### src/rtl/fetch_seq_pkg.sv
// Shared types and constants for the fetch-stage sequencer: state encoding,
// default widths and the absolute jump target table.
package fetch_pkg;

   typedef enum logic [1:0] {
      IDLE = 2'd0,
      LOAD = 2'd1,
      RUN  = 2'd2,
      DONE = 2'd3
   } fetch_state_t;

   localparam int PW = 10;
   localparam int OW = 6;
   localparam int LW = 3;

   localparam logic [PW-1:0] BR_LUT [2**LW] = '{
      10'h000, 10'h010, 10'h050, 10'h100,
      10'h180, 10'h200, 10'h300, 10'h3F0
   };

endpackage

### src/rtl/fetch_seq_if.sv
// Control/status bundle between the decoder side and the fetch sequencer.
// CycleCt exists only when CYCLE_COUNT_EN is defined.
interface fetch_seq_if #(
   parameter int PW = 10,
   parameter int OW = 6,
   parameter int LW = 3
);
   logic                 Start;
   logic                 Halt;
   logic                 BranchEn;
   logic                 Zero;
   logic signed [OW-1:0] Offset;
   logic                 Jump;
   logic [LW-1:0]        JumpIdx;
   logic [PW-1:0]        ProgCtr;
   logic                 Running;
   logic                 Ack;
`ifdef CYCLE_COUNT_EN
   logic [15:0]          CycleCt;

   modport master (
      output Start, Halt, BranchEn, Zero, Offset, Jump, JumpIdx,
      input  ProgCtr, Running, Ack, CycleCt
   );
   modport slave (
      input  Start, Halt, BranchEn, Zero, Offset, Jump, JumpIdx,
      output ProgCtr, Running, Ack, CycleCt
   );
`else
   modport master (
      output Start, Halt, BranchEn, Zero, Offset, Jump, JumpIdx,
      input  ProgCtr, Running, Ack
   );
   modport slave (
      input  Start, Halt, BranchEn, Zero, Offset, Jump, JumpIdx,
      output ProgCtr, Running, Ack
   );
`endif
endinterface

### src/rtl/fetch_seq_branch_lut.sv
// Combinational jump-index to absolute-target lookup over the package table.
module branch_lut #(
   parameter int PW = fetch_pkg::PW,
   parameter int LW = fetch_pkg::LW
) (
   input  logic [LW-1:0] idx_i,
   output logic [PW-1:0] tgt_o
);
   import fetch_pkg::*;

   assign tgt_o = PW'(BR_LUT[idx_i]);

endmodule

### src/rtl/fetch_seq.sv
// Fetch-stage sequencer: run handshake FSM, program counter and branch/jump
// resolution. Define CYCLE_COUNT_EN to add the saturating RUN-cycle counter.
module fetch_seq #(
   parameter int PW = fetch_pkg::PW,
   parameter int OW = fetch_pkg::OW,
   parameter int LW = fetch_pkg::LW
) (
   input  logic       Clk,
   input  logic       Reset,
   fetch_seq_if.slave bus
);
   import fetch_pkg::*;

   fetch_state_t  state_q, state_d;
   logic [PW-1:0] pc_q, pc_d;
   logic [PW-1:0] jump_tgt;
   logic          running_q;
   logic          ack_q;

   function automatic logic signed [PW-1:0] sext_off(input logic signed [OW-1:0] off);
      return {{(PW-OW){off[OW-1]}}, off};
   endfunction

   branch_lut #(.PW(PW), .LW(LW)) u_lut (
      .idx_i (bus.JumpIdx),
      .tgt_o (jump_tgt)
   );

   // Next state/PC; all sums are naturally modulo 2**PW by width.
   always_comb begin
      state_d = state_q;
      pc_d    = pc_q;
      case (state_q)
         IDLE: begin
            if (bus.Start) state_d = LOAD;
         end
         LOAD: begin
            pc_d = '0;
            if (!bus.Start) state_d = RUN;
         end
         RUN: begin
            if (bus.Start) begin
               state_d = LOAD;
               pc_d    = '0;
            end else if (bus.Halt) begin
               state_d = DONE;
            end else if (bus.Jump) begin
               pc_d = jump_tgt;
            end else if (bus.BranchEn && bus.Zero) begin
               pc_d = pc_q + $unsigned(sext_off(bus.Offset));
            end else begin
               pc_d = pc_q + PW'(1);
            end
         end
         DONE: begin
            if (bus.Start) state_d = LOAD;
         end
         default: state_d = IDLE;
      endcase
   end

   // Running/Ack are registered from the next state so they track state_q exactly.
   always_ff @(posedge Clk or negedge Reset) begin
      if (!Reset) begin
         state_q   <= IDLE;
         pc_q      <= '0;
         running_q <= 1'b0;
         ack_q     <= 1'b0;
      end else begin
         state_q   <= state_d;
         pc_q      <= pc_d;
         running_q <= (state_d == RUN);
         ack_q     <= (state_d == DONE);
      end
   end

   assign bus.ProgCtr = pc_q;
   assign bus.Running = running_q;
   assign bus.Ack     = ack_q;

`ifdef CYCLE_COUNT_EN
   logic [15:0] cyc_q, cyc_d;

   function automatic logic [15:0] sat_inc16(input logic [15:0] v);
      return (v == 16'hFFFF) ? v : v + 16'd1;
   endfunction

   always_comb begin
      cyc_d = cyc_q;
      if (state_q == LOAD)     cyc_d = '0;
      else if (state_q == RUN) cyc_d = sat_inc16(cyc_q);
   end

   always_ff @(posedge Clk or negedge Reset) begin
      if (!Reset) cyc_q <= '0;
      else        cyc_q <= cyc_d;
   end

   assign bus.CycleCt = cyc_q;
`endif

endmodule

### src/flat_wrapper.sv
// flat-port wrapper written by rule: the top's interface ports become plain ports
module fetch_seq_flat import fetch_pkg::*;
#(
   parameter int PW = fetch_pkg::PW,
   parameter int OW = fetch_pkg::OW,
   parameter int LW = fetch_pkg::LW
)
  (Clk, Reset, bus_Start, bus_Halt, bus_BranchEn, bus_Zero, bus_Offset, bus_Jump, bus_JumpIdx, bus_ProgCtr, bus_Running, bus_Ack);
  fetch_seq_if #(.PW(PW), .OW(OW), .LW(LW)) bus_i ();
  input  logic Clk;
  input  logic Reset;
  input wire logic [$bits(bus_i.Start)-1:0] bus_Start;
  input wire logic [$bits(bus_i.Halt)-1:0] bus_Halt;
  input wire logic [$bits(bus_i.BranchEn)-1:0] bus_BranchEn;
  input wire logic [$bits(bus_i.Zero)-1:0] bus_Zero;
  input wire logic [$bits(bus_i.Offset)-1:0] bus_Offset;
  input wire logic [$bits(bus_i.Jump)-1:0] bus_Jump;
  input wire logic [$bits(bus_i.JumpIdx)-1:0] bus_JumpIdx;
  output wire logic [$bits(bus_i.ProgCtr)-1:0] bus_ProgCtr;
  output wire logic [$bits(bus_i.Running)-1:0] bus_Running;
  output wire logic [$bits(bus_i.Ack)-1:0] bus_Ack;
  assign bus_i.Start = bus_Start;
  assign bus_i.Halt = bus_Halt;
  assign bus_i.BranchEn = bus_BranchEn;
  assign bus_i.Zero = bus_Zero;
  assign bus_i.Offset = bus_Offset;
  assign bus_i.Jump = bus_Jump;
  assign bus_i.JumpIdx = bus_JumpIdx;
  assign bus_ProgCtr = bus_i.ProgCtr;
  assign bus_Running = bus_i.Running;
  assign bus_Ack = bus_i.Ack;
  fetch_seq #(.PW(PW), .OW(OW), .LW(LW)) u_core (.Clk(Clk), .Reset(Reset), .bus(bus_i));
endmodule
### config.mk
export PLATFORM = sky130hd
export DESIGN_NAME = fetch_seq_flat
export DESIGN_NICKNAME = d
export VERILOG_FILES = /design/src/rtl/fetch_seq_pkg.sv /design/src/rtl/fetch_seq_if.sv /design/src/rtl/fetch_seq_branch_lut.sv /design/src/rtl/fetch_seq.sv /design/src/flat_wrapper.sv
export SDC_FILE = /design/constraint.sdc
export NUM_CORES = 1
export LEC_CHECK = 0
export ABC_AREA = 1
export CORE_MARGIN = 2
export CORE_UTILIZATION = 25
export CTS_CLUSTER_DIAMETER = 50
export DETAILED_ROUTE_END_ITERATION = 7
export GPL_ROUTABILITY_DRIVEN = 0
export PLACE_DENSITY = 0.47
export RECOVER_POWER = 100
export SLEW_MARGIN = 10
export SYNTH_ARGS = -nofsm -noshare
export SYNTH_HDL_FRONTEND = slang
export SYNTH_HIERARCHICAL = 1
export SYNTH_SLANG_ARGS = --single-unit
### constraint.sdc
create_clock -name Clk -period 2.9 [get_ports Clk]
set_input_delay 0.435 -clock Clk [delete_from_list [all_inputs] [get_ports Clk]]
set_output_delay 0.435 -clock Clk [all_outputs]
set_load 0.01 [all_outputs]
# After elaboration in Yosys (flattened, before gate mapping)
# Memories as Yosys holds them, arrays and structs flattened.
# Index checks and enable logic that the tools add are counted.
# word_totals
word_cells	32
mem_bits_ro	80
latchBits	0
n_memories	1
mem_bits_rw	0
output_inout_bits	12
reg_bits	14
# classes
n_reduce_logical	5
mux	12
n_shift	0
n_mul	0
bitwise_logic	1
eq_ne	6
n_div	0
magnitude_cmp	1
add_sub_neg	2
# mem_list
memory	depth	width	rd	rd_clocked_by_memory_dff	wr	line_no	source
(name not given)	8	10	1	0	0	fetch_seq_branch_lut.sv:11	assign tgt_o = PW'(BR_LUT[idx_i]);
# ops
operator	count
$mux W10	6
$pmux W10 S2	1
$add A10 B1 Y10 const B	1
$add A10 B10 Y10	1
$eq A2 B2 Y1 const B	4
$mux W2	4
$pmux W2 S3	1
$ge A4 B4 Y1 const B	1
$not A3 Y4	1
$ne A3 B3 Y1 const B	1
$eq A2 B1 Y1 const B	1
$logic_not A2 Y1	1
$reduce_and A2 Y1	1
$reduce_bool A2 Y1	1
$reduce_or A2 Y1	1
$logic_and A1 B1 Y1	1

# Longest topological paths before layout
# Gate-level depths: netlist of run 1.
# logic_depth
word_depth	8
depth_mapped	16
ltp_nobuf	16

# Cells and area by module
# Netlist of run 1, hierarchy kept.
# by_module_without_submodules
mod	seq_area_each_um2	area_each_um2	cells_per_inst	instances
fetch_seq	350.3	1157.4	161	1
branch_lut	0.0	123.9	22	1

# Worst setup path after synthesis of run 1
# No wires, ideal clock.
# synth_timing
path_type	in2reg
start	in bus_BranchEn
end	reg u_core.pc_q[8], in the netlist u_core/bus.ProgCtr[8]
arrival_time_ns	2.033
required_time_ns	2.784
slack_ns	0.751
setup_time_ns	0.116
path_stages	14
cell_sequence	nand2_1 or2_2 ha_1 fa_1 nand3_1 nand2_1 nand2_1 nand3b_1 nand4_1 nand2_1 nand2_1 nand3_1 nand2_1 nand2_1
# synth_via
elab_chain_len	6
# synth_lines
item	line_no	source
start, declared	flat_wrapper.sv:14	input wire logic [$bits(bus_i.BranchEn)-1:0] bus_BranchEn;
$logic_and A1 B1 Y1	fetch_seq.sv:49	end else if (bus.BranchEn && bus.Zero) begin
$mux W10	fetch_seq.sv:49	
$mux W10	fetch_seq.sv:47	end else if (bus.Jump) begin
$mux W10	fetch_seq.sv:45	end else if (bus.Halt) begin
$mux W10	fetch_seq.sv:42	if (bus.Start) begin
$pmux W10 S2	fetch_seq.sv:33	case (state_q)
end signal, assigned	fetch_seq.sv:71	pc_q <= pc_d;
end, declared	fetch_seq.sv:15	logic [PW-1:0] pc_q, pc_d;
# No other way between the ends. The select of a mux whose other input is x is not followed.
# A chain may end at the register's enable or synchronous reset.

# Worst setup path after layout of run 1
# layout_timing
start	in bus_Zero
end	reg u_core.pc_q[8], in the netlist u_core/bus.ProgCtr[8]
# layout_via
elab_chain_len	6
# layout_lines
item	line_no	source
start, declared	flat_wrapper.sv:15	input wire logic [$bits(bus_i.Zero)-1:0] bus_Zero;
$logic_and A1 B1 Y1	fetch_seq.sv:49	
$mux W10	fetch_seq.sv:49	
$mux W10	fetch_seq.sv:47	
$mux W10	fetch_seq.sv:45	
$mux W10	fetch_seq.sv:42	
$pmux W10 S2	fetch_seq.sv:33	
# No other way between the ends. The select of a mux whose other input is x is not followed.

==> run summary, run 1 <==
Launching point of the worst reg2reg path: u_core/bus.ProgCtr[0]$_DFFE_PN0P_
Full die area: 5710 sq um
Reg2Reg Capture Point: u_core/bus.ProgCtr[8]$_DFFE_PN0P_
Final setup slack of the worst path: 352 ps
Num ports: 28
Share of synthesized area occupied by flip-flops and latches: 0.273
Fraction of layout instances using a drive strength above 1: 0.112
Total number of vias: 1172
Setup repair after global routing missed its margin: no
N_diodes: 0
Startpoint type of the worst setup path: input port
Clock edge transition at the registers on the reported setup and hold paths: 60 ps
Combined global-route utilization of all metal layers: 0.115
Max-cap violation count: 0
Highest layer used for signal routing: met4
Slew HR: 0.571
Type of element capturing the critical path: flop
Series of cell instances along the critical path: dlygate4sd3_1 > nand2_1 > or2_2 > ha_1 > fa_1 > nand3_1 > nand2_1 > nand2_1 > nand3b_1 > nand4_1 > nand2_1 > nand2_1 > nand3_1 > nand2_1 > nand2_1
Number of nets with antenna violations after routing: 0
Startpoint-to-endpoint class of the critical path: in -> reg
Setup tns final: 0 ps
Hold violation count in the final report: 0
Number of global-route vias before repair: 1194
Pwr per Cell Area: 508 nW/um^2
Maximum number of pins on one net before global-route repair: 15
Number of I/O port buffers: 27
Total DRC errors in the routed layout: 0
Result of the run: finished, final reports clean
Worst Tran Pin Value: 641 ps
Count of instances resized after the clock tree is built: 0
Most frequently used flop master after synthesis: dfrtp_1
Maximum cell stage delay along the critical path: 540 ps
Synth area leader: dfrtp_1
Library cell with the highest instance count after synthesis: nand2_1
Wire length per cell: 10.2 um
Cell types occupying the most area after synthesis: dfrtp_1 (27%), nand2_1 (13%), ha_1 (9.8%)
Leakage power: 0.897 nW
Half-perimeter wire length of the detailed placement result: 2380 um
Total chip power: 0.000850 W
Met3 routed wirelength: 80 um
Worst vdd rail ir drop: 0.191 mV
Root Buffer Master: clkbuf_8
Wire length reported by the detailed router: 2890 um
Placement row count: 26
Area of the core: 5010 sq um
Final-stage net count: 243
Highest-delay cell along the critical path: dlygate4sd3_1
Number of buffers between clock root and the deepest sink: 2
Maximum fanout along the worst path: 3
Clock tree from TritonCTS: yes
Worst min-delay path endpoint: u_core/bus.ProgCtr[3]$_DFFE_PN0P_
Number of CTS-inserted buffers: 3
Most instantiated cells after synthesis: nand2_1 (45), inv_1 (25), nor2_1 (23), dfrtp_1 (14), o21ai_0 (11)
Most frequent cell on the critical path: nand2_1
CP Data Required Time: 3040 ps
Drt first pass iters: 4
Number of antenna violations at the first check in global routing: 0
Worst-Skew Late Latency: 250 ps
Syn Area/Cell: 7.00 sq um
Family with the most delay on the worst path: simple AND/OR/NAND/NOR gates
Hold Path Origin: u_core/bus.ProgCtr[3]$_DFFE_PN0P_
Global-route wire length before repair: 5050 um
Post-synth EDFFs: 0
Post-Synthesis Cells: 183
Buffering stage count on the worst path with inverters included: 1
Overall die height: 75.6 um
Routed metal-1 wirelength: 1480 um
Syn Std Cell Area: 1280 sq um
Internal reg-to-reg setup slack: 1010 ps
Initial Utilization: 0.256
Reg2reg path depth: 12
Number of max-slew violations in the final report: 0
Chip Width: 75.6 um
Placement-stage worst setup slack: 151 ps
Worst Hold Path Cells: 2
Clock Skew: 2.92 ps
Total setup violations reported at the end of the flow: 0
Starting DRT DRC Count: 41
Final worst path period need: 2550 ps
Number of buffers inserted to repair setup after CTS: 0
GRT Residual Overflow: 0
Metal2 WL: 1310 um
Vias per cell: 4.11
Number of buffers added to fix hold violations after cts: 0
Final cycle utilization of the critical path: 0.879
Share of the synthesized area in the top cell type: 0.273
Maximum achievable frequency: 392 MHz
Clock net sink count: 14
CTS HTree Levels: 1
Arrival time of the worst setup path: 2690 ps
Path category of the worst min-delay check: reg -> reg
Count of unique library cells instantiated by Yosys: 31
Yosys warns: 6
Area growth syn-to-layout: 30.5%
Post-synth ARST share: 1.00
Number of storage elements in the synthesis netlist: 14
[cells by family after synthesis]
logic type	after synthesis	synth area share
compound gates	25	0.109
xor+xnor	7	0.0479
fa+ha+maj	11	0.113
buf+inv	35	0.123
flops	14	0.273
mux	1	0.00781
other cells	1	0.00293
simple gates	89	0.322
[worst register-to-register path, stage by stage, from the launching register on]
cell and delay, ps:
dfrtp_1 410, ha_1 260, fa_1 410, nand3_1 100, nand2_1 60, nand2_1 70, nand3b_1 100, nand4_1 100
nand2_1 60, nand2_1 60, nand3_1 60, nand2_1 70, nand2_1 40
[power by group]
part	leakage, nW	switching (W)	internal (W)
registers	0.192	0.0000331	0.000238
clock network	0.0288	0.0000706	0.000120
logic	0.676	0.000229	0.000159
total	0.897	0.000332	0.000517
[worst max path at each step]
stage	start	to	slack (ps)	depth (start not counted)
2_1_floorplan	bus_BranchEn	u_core/bus.ProgCtr[8]$_DFFE_PN0P_	750	14
3_3_place_gp	bus_BranchEn	u_core/bus.ProgCtr[8]$_DFFE_PN0P_	200	15
3_5_place_dp	bus_BranchEn	u_core/bus.ProgCtr[8]$_DFFE_PN0P_	150	15
4_1_cts	bus_BranchEn	u_core/bus.ProgCtr[8]$_DFFE_PN0P_	410	15
5_1_grt	bus_Zero	u_core/bus.ProgCtr[8]$_DFFE_PN0P_	110	15
6_report	bus_Zero	u_core/bus.ProgCtr[8]$_DFFE_PN0P_	350	15
[metal layers]
| metal | track usage | vias to the layer above |
|---|---|---|
| met5 | 0 | - |
| met2 | 0.184 | 22 |
| met3 | 0.00926 | 3 |
| met4 | 0.0487 | 0 |
| li1 | - | 630 |
| met1 | 0.161 | 517 |
[stage by stage]
stage / instance area (sq um) / hold WS (ps) / std cells / util
after floorplan: 1290 / 139 / 186 / -
after global placement: 1630 / 527 / 281 / 0.325
after detailed placement: 1630 / 526 / 281 / 0.325
after CTS: 1680 / 538 / 285 / 0.336
after global routing: 1670 / 565 / 285 / 0.334
final: 1670 / 525 / 285 / 0.334
[sequential cells by signal (all words and copies together) (netlist names)]
| signal | flops |
|---|---|
| u_core/state_q | 2 |
| u_core/bus.Ack | 1 |
| u_core/bus.Running | 1 |
| u_core/bus.ProgCtr | 10 |
[layout make-up]
| class | instances | area, sq um |
|---|---|---|
| tap | 70 | 87.6 |
| fill | 577 | 3340 |
| clock buffer | 4 | 55.1 |
| inverter | 30 | 114 |
| timing repair buffer | 30 | 293 |
| multi-input combinational | 137 | 772 |
| sequential | 14 | 350 |
[layout by cell type (no fill, tap or decap), types with 3 or more instances in the layout]
cell / count
xor2_1: 5
ha_1: 10
a21oi_1: 4
dlygate4sd3_1: 14
nor2_1: 23
dfrtp_1: 14
o21ai_0: 13
clkdlybuf4s50_1: 13
nand2_2: 3
inv_2: 4
clkbuf_8: 4
inv_1: 25
buf_4: 3
nand2_1: 46
nand3_1: 6
o22ai_1: 3
conb_1: 4
(Power assumes the default switching activity.)
==> run 2, diff against run 1 <==
- CORE_ASPECT_RATIO: unset -> 0.7
- REMOVE_ABC_BUFFERS: unset -> 1
==> run 2 against run 1 <==
Compared with the run above: critical path depth increased by 3; hold slack got worse by 2.5 ps; total power decreased by 3.0%; critical endpoint is now u_core/bus.ProgCtr[9]$_DFFE_PN0P_; clock skew increased by 1.6 ps; clock-buffer cell count decreased by 1; sequential power about the same; cell count increased by 0.35%; first-iteration DRC count increased by 37%.
==> run summary, run 2 (synthesized netlist as in run 1, its figures left out) <==
Total setup violations reported at the end of the flow: 0 (unchanged)
Root Buffer Master: clkbuf_8
Reg2reg path depth: 12 (unchanged)
Sequential Power Share: 0.328 (+0.009)
Worst-Skew Late Latency: 240 ps (about the same)
GRT Residual Overflow: 0 (unchanged)
Drt first pass iters: 4 (unchanged)
Routed metal-1 wirelength: 1740 um (+18%)
Num ports: 28 (unchanged)
Vias per cell: 4.09 (-0.43%)
Slew HR: 0.548 (-0.0234)
Internal reg-to-reg setup slack: 1030 ps (+20 ps)
Worst Tran Pin Value: 676 ps (+35.0 ps)
CTS HTree Levels: 1 (unchanged)
Reg2Reg Capture Point: u_core/bus.ProgCtr[8]$_DFFE_PN0P_
Launching point of the worst reg2reg path: u_core/bus.ProgCtr[0]$_DFFE_PN0P_
Placement row count: 21 (-19%)
Number of CTS-inserted buffers: 3 (unchanged)
Number of buffers inserted to repair setup after CTS: 0 (unchanged)
Share of total power in combinational logic: 0.479 (+0.023)
Number of buffers added to fix hold violations after cts: 0 (unchanged)
Number of max-slew violations in the final report: 0 (unchanged)
Metal2 WL: 1080 um (-17%)
Clock edge transition at the registers on the reported setup and hold paths: 60 ps (about the same)
Combined global-route utilization of all metal layers: 0.117 (+0.00179)
Path category of the worst min-delay check: reg -> reg
Number of I/O port buffers: 27 (unchanged)
Clock tree from TritonCTS: yes
Total number of vias: 1171 (-0.085%)
Overall die height: 63.9 um (-15%)
Total net switching power: 0.000332 W (about the same)
Clock net sink count: 14 (unchanged)
Launch point of the critical path: bus_Zero
Leakage power: 0.903 nW (+0.61%)
Met3 routed wirelength: 158 um (+98%)
Flip-flop count of the largest register, all copies and words added: 10 (unchanged)
Destination of the critical timing path: u_core/bus.ProgCtr[9]$_DFFE_PN0P_
Startpoint type of the worst setup path: input port
Clock Skew: 4.55 ps (+1.63 ps)
Number of global-route vias before repair: 1179 (-1.3%)
Max-cap violation count: 0 (unchanged)
Final-stage net count: 246 (+1.2%)
Filler Cells Inserted: 527 (-8.7%)
Number of buffers between clock root and the deepest sink: 2 (unchanged)
Fraction of power spent switching nets: 0.403 (+0.0121)
Pwr per Cell Area: 490 nW/um^2 (-3.5%)
Fraction of layout instances using a drive strength above 1: 0.120 (+0.00819)
Maximum number of pins on one net before global-route repair: 15 (unchanged)
Number of antenna violations at the first check in global routing: 0 (unchanged)
Chip Width: 89.6 um (+18%)
Area of the core: 4860 sq um (-3.0%)
Setup tns final: 0 ps (unchanged)
Setup repair after global routing missed its margin: no
Commonest cells after routing, fill and taps aside: nand2_1 (46), inv_1 (25), nor2_1 (23), dlygate4sd3_1 (15)
Worst vdd rail ir drop: 0.373 mV (+95%)
N_diodes: 0 (unchanged)
Initial Utilization: 0.264 (+0.00783)
Arrival time of the worst setup path: 2740 ps (+50 ps)
Type of element capturing the critical path: flop
Starting DRT DRC Count: 56 (+37%)
Count of instances resized after the clock tree is built: 0 (unchanged)
Maximum achievable frequency: 385 MHz (-1.8%)
Final hold slack: 523 ps (-2.49 ps)
Final cycle utilization of the critical path: 0.895 (+0.0165)
Final core utilization: 0.346 (+0.0120)
Hold violation count in the final report: 0 (unchanged)
Cell internal pwr: 0.000492 W (-4.9%)
Wire length reported by the detailed router: 2990 um (+3.2%)
Most common cell after layout, fill and taps aside: nand2_1
Result of the run: finished, final reports clean
Startpoint-to-endpoint class of the critical path: in -> reg
Full die area: 5720 sq um (+0.16%)
Half-perimeter wire length of the detailed placement result: 2420 um (+1.5%)
Clock power share: 0.193 (-0.032)
Global-route wire length before repair: 5310 um (+5.2%)
Maximum fanout along the worst path: 5 (+2)
Highest layer used for signal routing: met4
Wire length per cell: 10.4 um (+2.9%)
Area growth syn-to-layout: 31.2%
CP Data Required Time: 3040 ps (about the same)
Final worst path period need: 2600 ps (+47.7 ps)
Number of nets with antenna violations after routing: 0 (unchanged)
Total DRC errors in the routed layout: 0 (unchanged)
[run 2: cell types whose count changed in the layout (fill, tap and decap cells not counted), sizes merged]
cell / delta
dlygate4sd3: +1
buf: +2
clkdlybuf4s50: -1
[run 2: per-stage QoR]
step / setup slack (ps) / instances / area, sq um / total power, W
after floorplan: 751 / 181 / 1250 / 0.000520
after global placement: 196 / 283 / 1650 / 0.000691
after detailed placement: 149 / 283 / 1650 / 0.000687
after CTS: 391 / 286 / 1690 / 0.000853
after global routing: 79.1 / 286 / 1680 / 0.000905
final: 304 / 286 / 1680 / 0.000824
[run 2: worst min path at each step]
| stage | startpoint | end | cells past startpoint |
|---|---|---|---|
| 2_1_floorplan | Reset | u_core/bus.Ack$_DFF_PN0_ | 0 |
| 3_3_place_gp | u_core/bus.ProgCtr[9]$_DFFE_PN0P_ | u_core/bus.ProgCtr[9]$_DFFE_PN0P_ | 2 |
| 3_5_place_dp | u_core/bus.ProgCtr[9]$_DFFE_PN0P_ | u_core/bus.ProgCtr[9]$_DFFE_PN0P_ | 2 |
| 4_1_cts | u_core/bus.ProgCtr[9]$_DFFE_PN0P_ | u_core/bus.ProgCtr[9]$_DFFE_PN0P_ | 2 |
| 5_1_grt | u_core/bus.ProgCtr[9]$_DFFE_PN0P_ | u_core/bus.ProgCtr[9]$_DFFE_PN0P_ | 2 |
| 6_report | u_core/bus.ProgCtr[9]$_DFFE_PN0P_ | u_core/bus.ProgCtr[9]$_DFFE_PN0P_ | 2 |
[run 2: layer usage]
metal	vias to the layer above	track usage
met5	-	0
met4	0	0.0168
met3	2	0.0310
met2	30	0.159
met1	506	0.186
li1	633	-
[run 2: final cells by class]
cell class	count	area, sq um	share of cell area
multi-input cells	137	777	0.462
flip-flops and latches	14	350	0.208
repair buffers	33	312	0.185
inverters	30	114	0.0678
well taps	69	86.3	0.0514
clock buffers	3	41.3	0.0246
[run 2: worst max-delay path, stage by stage]
cell	delay, ps
dlygate4sd3_1	560
nand2_1	130
clkbuf_1	230
nor2_1	70
ha_1	370
nand2_1	80
nor2_1	100
nand2_1	60
nand3_1	120
nand3_2	80
nand2_1	120
nand2_2	70
nand2_1	60
nand2_1	40
nand2_1	70
nand2_1	50
nand2_1	50
nand2_1	40
[run 2: power by group through the flow]
stage	registers (W)	clock network [W]	logic [W]
finish	0.000271	0.000159	0.000395
global route	0.000278	0.000173	0.000454
CTS	0.000273	0.000165	0.000415
detailed placement	0.000275	0	0.000412
global placement	0.000277	0	0.000415
floorplan	0.000282	0	0.000238
==> run 3, diff against run 2 <==
--- a/constraint.sdc
+++ b/constraint.sdc
@@ -3,2 +3,2 @@
 set_output_delay 0.435 -clock Clk [all_outputs]
-set_load 0.01 [all_outputs]
+set_load 0.05 [all_outputs]
==> results of run 3 <==
Same layout as run 2 (identical final DEF). Status: finished, final reports clean.
Among the figures that moved: total power 0.000824 W -> 0.000916 W; worst IR drop on VDD 0.373 mV -> 0.452 mV
